--- src/rtl/bank_r_pkg.sv ---
// rtl/bank_r_pkg.sv - shared defaults, register-zero address and address type for the register bank
package bank_r_pkg;

    localparam int DATA_W_DEF = 32;
    localparam int ADDR_W_DEF = 5;

    typedef logic [ADDR_W_DEF-1:0] reg_addr_t;

    // Address of the architectural zero register
    localparam reg_addr_t REG_ZERO = '0;

endpackage

--- src/rtl/bank_r_scoreboard.sv ---
// rtl/bank_r_scoreboard.sv - per-register pending scoreboard with ready lookups and pending count
module bank_r_scoreboard
    import bank_r_pkg::*;
#(
    parameter int ADDR_W  = ADDR_W_DEF,
    parameter bit R0_ZERO = 1'b1
) (
    input  logic              clk,
    input  logic              rst_n,
    input  logic              clr_en,
    input  logic [ADDR_W-1:0] clr_addr,
    input  logic              res_en,
    input  logic [ADDR_W-1:0] res_addr,
    input  logic [ADDR_W-1:0] rd1_addr,
    input  logic [ADDR_W-1:0] rd2_addr,
    output logic              rdy1,
    output logic              rdy2,
    output logic [ADDR_W:0]   pend_cnt
);

    localparam int DEPTH = 1 << ADDR_W;

    logic [DEPTH-1:0] pend;
    logic [DEPTH-1:0] pend_n;
    logic             res_ok;
    logic             clr_ok;
    logic             cnt_inc;
    logic             cnt_dec;

    // Qualify the reserve/clear requests: with a hardwired zero register they must not touch entry 0
    always_comb begin
        res_ok  = res_en && !(R0_ZERO && (res_addr == ADDR_W'(REG_ZERO)));
        clr_ok  = clr_en && !(R0_ZERO && (clr_addr == ADDR_W'(REG_ZERO)));
        cnt_inc = res_ok && !pend[res_addr];
        cnt_dec = clr_ok && pend[clr_addr] && !(res_ok && (res_addr == clr_addr));
    end

    // Next scoreboard state; a same-cycle reserve beats the clear because the new producer owns the register
    always_comb begin
        pend_n = pend;
        if (clr_ok) begin
            pend_n[clr_addr] = 1'b0;
        end
        if (res_ok) begin
            pend_n[res_addr] = 1'b1;
        end
        if (R0_ZERO) begin
            pend_n[0] = 1'b0;
        end
    end

    // Register scoreboard, up/down pending counter and ready flags taken from the post-edge state
    always_ff @(posedge clk or negedge rst_n) begin
        if (!rst_n) begin
            pend     <= '0;
            pend_cnt <= '0;
            rdy1     <= 1'b0;
            rdy2     <= 1'b0;
        end else begin
            pend <= pend_n;
            if (cnt_inc && !cnt_dec) begin
                pend_cnt <= pend_cnt + 1'b1;
            end else if (cnt_dec && !cnt_inc) begin
                pend_cnt <= pend_cnt - 1'b1;
            end
            rdy1 <= ~pend_n[rd1_addr];
            rdy2 <= ~pend_n[rd2_addr];
        end
    end

endmodule

--- src/rtl/bank_r_sb.sv ---
// rtl/bank_r_sb.sv - register bank with write-first bypassed read ports and pending scoreboard
module bank_r_sb
    import bank_r_pkg::*;
#(
    parameter int DATA_W  = DATA_W_DEF,
    parameter int ADDR_W  = ADDR_W_DEF,
    parameter bit R0_ZERO = 1'b1
) (
    input  logic              clk,
    input  logic              rst_n,
    input  logic              Rw,
    input  logic [ADDR_W-1:0] Dir,
    input  logic [DATA_W-1:0] DIn,
    input  logic              Res,
    input  logic [ADDR_W-1:0] ResDir,
    input  logic [ADDR_W-1:0] Rd1,
    input  logic [ADDR_W-1:0] Rd2,
    output logic [DATA_W-1:0] L1,
    output logic [DATA_W-1:0] L2,
    output logic              Rdy1,
    output logic              Rdy2,
    output logic [ADDR_W:0]   PendCnt
);

    localparam int DEPTH = 1 << ADDR_W;

    logic [DATA_W-1:0] breg [DEPTH];
    logic              wr_ok;
    logic [DATA_W-1:0] byp1;
    logic [DATA_W-1:0] byp2;

    // Writes to the hardwired zero register are dropped
    always_comb begin
        wr_ok = Rw && !(R0_ZERO && (Dir == ADDR_W'(REG_ZERO)));
    end

    // Write-first bypass: a same-cycle write to the read address is forwarded instead of the stale array value
    always_comb begin
        if (R0_ZERO && (Rd1 == ADDR_W'(REG_ZERO))) begin
            byp1 = '0;
        end else if (Rw && (Dir == Rd1)) begin
            byp1 = DIn;
        end else begin
            byp1 = breg[Rd1];
        end
        if (R0_ZERO && (Rd2 == ADDR_W'(REG_ZERO))) begin
            byp2 = '0;
        end else if (Rw && (Dir == Rd2)) begin
            byp2 = DIn;
        end else begin
            byp2 = breg[Rd2];
        end
    end

    // Storage array write port
    always_ff @(posedge clk or negedge rst_n) begin
        if (!rst_n) begin
            for (int i = 0; i < DEPTH; i++) begin
                breg[i] <= '0;
            end
        end else if (wr_ok) begin
            breg[Dir] <= DIn;
        end
    end

    // Registered read data, one cycle latency
    always_ff @(posedge clk or negedge rst_n) begin
        if (!rst_n) begin
            L1 <= '0;
            L2 <= '0;
        end else begin
            L1 <= byp1;
            L2 <= byp2;
        end
    end

    bank_r_scoreboard #(
        .ADDR_W  (ADDR_W),
        .R0_ZERO (R0_ZERO)
    ) u_scoreboard (
        .clk      (clk),
        .rst_n    (rst_n),
        .clr_en   (Rw),
        .clr_addr (Dir),
        .res_en   (Res),
        .res_addr (ResDir),
        .rd1_addr (Rd1),
        .rd2_addr (Rd2),
        .rdy1     (Rdy1),
        .rdy2     (Rdy2),
        .pend_cnt (PendCnt)
    );

endmodule

--- config.mk ---
export PLATFORM = sky130hd
export DESIGN_NAME = bank_r_sb
export DESIGN_NICKNAME = d
export VERILOG_FILES = /design/src/rtl/bank_r_pkg.sv /design/src/rtl/bank_r_scoreboard.sv /design/src/rtl/bank_r_sb.sv
export SDC_FILE = /design/constraint.sdc
export NUM_CORES = 2
export LEC_CHECK = 0
export CELL_PAD_IN_SITES_DETAIL_PLACEMENT = 1
export CELL_PAD_IN_SITES_GLOBAL_PLACEMENT = 1
export CORE_MARGIN = 10
export CORE_UTILIZATION = 35
export DETAILED_ROUTE_END_ITERATION = 7
export GPL_ROUTABILITY_DRIVEN = 0
export HOLD_SLACK_MARGIN = 0.06
export PLACE_DENSITY_LB_ADDON = 0.1
export SETUP_SLACK_MARGIN = 0.3
export SLEW_MARGIN = 15
export SYNTH_ARGS = -nofsm -noshare
export SYNTH_HDL_FRONTEND = slang
export SYNTH_SLANG_ARGS = --single-unit
--- constraint.sdc ---
create_clock -name clk -period 8.5 [get_ports clk]
set_input_delay 1.7 -clock clk [delete_from_list [all_inputs] [get_ports clk]]
set_output_delay 1.7 -clock clk [all_outputs]
set_load 0.1 [all_outputs]
==> results.toml <==
[run_status]
status = "completed"

[detailed_routing]
vias = 36400
drt_iter0_drc = 2611
vias_per_cell = 5.97
wirelength_mm = 206
drt_pre_antenna_iters = 5
wl_per_cell_um = 33.8
ant_nets = 0
drc_errors = 0

[yosys]
synth.distinct_cells = 63
syn_inst = 3827
syn_area_mm2 = 0.0597
ys_async_sr_fraction_pct = 100
synth-seq-cells = 1127
synth_edf_count = 0
ys_seq_area_share_pct = 47.2
ys_warn_count = 0
syn_nets = 3889
avgSynthCellArea_um2 = 15.6
ys.flop_type = "dfrtp_1"

[clock_network]
cts_repair_resize_count = 0
clk_latency_ns = 0.78
post-cts-setup-buffer-count = 0
clock-root-buffer = "clkbuf_16"
cts_buffers = 139
htreeDepth = 4
path_clk_slew_ns = 0.06
cts_tree = "yes"
cts.sinks = 1127
holdBufCountCts = 0
clockBufferDepth = 3

[timing]
fmax_mhz = 191
fin_crit_ns = 5.23
skew_ns = 0.0171
setup_violations = 0
tightestPinTransition_ns = 1.24
hold_viol_final = 0
slew_viol_final = 0
fin_crit_sh_pct = 61.5
rsz0062_at_grt = "false"
finalSetupTns_ns = 0
slew_headroom_pct = 16.8

[min_path]
hold_path_end = "breg[999]"
min_from = "breg[999]"
hold_depth = 0
hp-class = "reg -> reg"

[pwr]
leakage_nw = 28.4
p_per_area_mw_per_mm2 = 256
irDropWorstVdd_uv = 228

[finish]
fillers = 16500
layout.nets = 3834
fin_util_pct = 39.9
layout-drive-gt1-share_pct = 51.8
area_growth_pct = 13.3

[grt]
top_usage_layer = "met2"
grt_pass1_wl_mm = 301
grt_max_degree = 168
met1_usage_pct = 32.5
grt_overflow_total = 0
grt_use_total_pct = 22.1
antenna_found_initial = 8
grtUsageMet2_pct = 34.2
grt_pass1_vias = 39100
met3_usage_pct = 3.21

[critical_path]
worst_r2r_path_depth = 14
endpoint_kind = "flop"
crit_required_ns = 9.16
reg2reg_setup_slack_ns = 4.98
arrival_ns = 5.89
r2r_end = "u_scoreboard.pend_cnt[5]"
reg2reg_from = "u_scoreboard.pend[15]"
crit_type = "in -> reg"
startpoint_type = "primary input"
crit_fanout = 21

[floorplan]
start_util_pct = 35.2
die_h_um = 433
core_area_mm2 = 0.169
fp-row-count = 151
dieArea_mm2 = 0.187
die_x_um = 433
ios = 128

[flow_run]
maxCapViolations = 0

[placement]
hpwlAfterDp_mm = 116
port_buffers = 127
metal layers:
layer  vias to the layer above  wire [µm]
li1                      14800          -
met1                     20600      98700
met2                       776      95000
met3                       231       8160
met4                         4       4520
met5                         -         22
cell type report:
| type | count | area, µm² | area share, % |
|---|---|---|---|
| multi-input cells | 2245 | 29700 | 43.9 |
| well taps | 2218 | 2780 | 4.10 |
| flip-flops and latches | 1127 | 28200 | 41.7 |
| clock inverters | 45 | 520 | 0.769 |
| clock buffers | 201 | 4040 | 5.98 |
| diodes | 3 | 7.51 | 0.0111 |
| inverters | 15 | 56.3 | 0.0832 |
| repair buffers | 244 | 2320 | 3.43 |
cell usage in the layout (no fill, tap or decap), types with 16 or more instances in the layout:
cell type        netlist  final
clkbuf_16              0    141
nor2_1               104     88
dfrtp_1             1127   1127
mux2_2               996    996
a211oi_1             116    116
clkinv_2               0     23
buf_4                 33    105
nand2_1               45     33
mux4_2               617    617
clkbuf_8               0     30
a21oi_1               21     21
o21ai_0               21     21
nor2_4                 0     16
clkdlybuf4s50_1        0    110
clkbuf_1             214     31
nor2b_1               37     37
mux2i_1              117    117
nor3_1                22     22
logic make-up after synthesis:
logic type / count (synthesis) / synth area share [%]
mux: 1730 / 44.0
flops: 1127 / 47.2
buf+inv: 455 / 3.41
simple gates: 267 / 2.24
compound gates: 221 / 2.63
xor+xnor: 21 / 0.308
fa+ha+maj: 6 / 0.138
how the worst max path moves through the flow:
| stage | from | endpoint | slack, ns |
|---|---|---|---|
| after floorplan | Dir[1] | u_scoreboard.pend_cnt[5] | 3.53 |
| after global placement | Dir[0] | u_scoreboard.pend_cnt[5] | 2.33 |
| after detailed placement | Dir[0] | u_scoreboard.pend_cnt[5] | 2.41 |
| after CTS | Dir[0] | u_scoreboard.pend_cnt[5] | 3.26 |
| after global routing | Dir[0] | u_scoreboard.pend_cnt[5] | 3.00 |
| final | Dir[0] | u_scoreboard.pend_cnt[5] | 3.27 |
synthesized netlist by cell type, types with 4 or more instances:
cell / instances / area share, %
dfrtp_1: 1127 / 47
mux2_2: 996 / 19
mux4_2: 617 / 23
clkbuf_1: 214 / 1.3
buf_2: 121 / 1.0
mux2i_1: 117 / 2.0
a211oi_1: 116 / 1.5
nor2_1: 104 / 0.65
buf_1: 65 / 0.41
nand2_1: 45 / 0.28
nor2b_1: 37 / 0.39
buf_4: 33 / 0.42
nor3_1: 22 / 0.18
a21oi_1: 21 / 0.18
o21ai_0: 21 / 0.18
inv_1: 14 / 0.088
xor2_1: 13 / 0.19
a22o_1: 8 / 0.12
o22ai_1: 8 / 0.084
xnor2_1: 8 / 0.12
and2_1: 7 / 0.073
buf_6: 7 / 0.13
nand2b_1: 6 / 0.063
nand3_1: 6 / 0.050
o211ai_1: 6 / 0.075
o41ai_1: 6 / 0.088
or2_2: 6 / 0.063
ha_1: 5 / 0.10
nand4b_1: 5 / 0.073
nor4_1: 5 / 0.052
o21ai_1: 5 / 0.042
and3_1: 4 / 0.042
nand4_1: 4 / 0.042
sequential cells by signal, summed over array words and instances (netlist names):
register	cells
u_scoreboard.pend_cnt	6
L1	32
u_scoreboard.rdy2	1
u_scoreboard.rdy1	1
L2	32
u_scoreboard.pend	31
breg	1024
critical path: stages:
cell and delay, ns:
clkdlybuf4s50_1 1.13, mux4_2 0.61, mux4_2 0.46, nand2b_1 0.16, o211ai_1 0.14, ha_1 0.24, inv_1 0.13, ha_1 0.29
a21o_1 0.18, a21oi_1 0.23, o21bai_1 0.09, a21oi_1 0.17, xnor2_1 0.14, nor2_1 0.07, xor2_1 0.15
per-stage QoR:
stage / cell area [µm²] / hold slack (ns) / std cells / power, mW / worst slack, ns
after detailed placement: 63100 / 0.383 / 5849 / 11.4 / 2.41
after global placement: 63100 / 0.377 / 5848 / 11.3 / 2.33
after global routing: 67600 / 0.411 / 6097 / 18.1 / 3.00
final: 67600 / 0.391 / 6098 / 17.3 / 3.27
after CTS: 67700 / 0.396 / 6095 / 17.5 / 3.26
after floorplan: 59700 / 0.441 / 3827 / 10.2 / 3.53
where the power goes:
group | switching (mW) | internal [mW]
Clock | 2.49 | 3.53
Sequential | 0.754 | 6.42
Combinational | 2.00 | 2.12
Total | 5.25 | 12.1
Note: power is estimated with default switching activity, not from simulation.
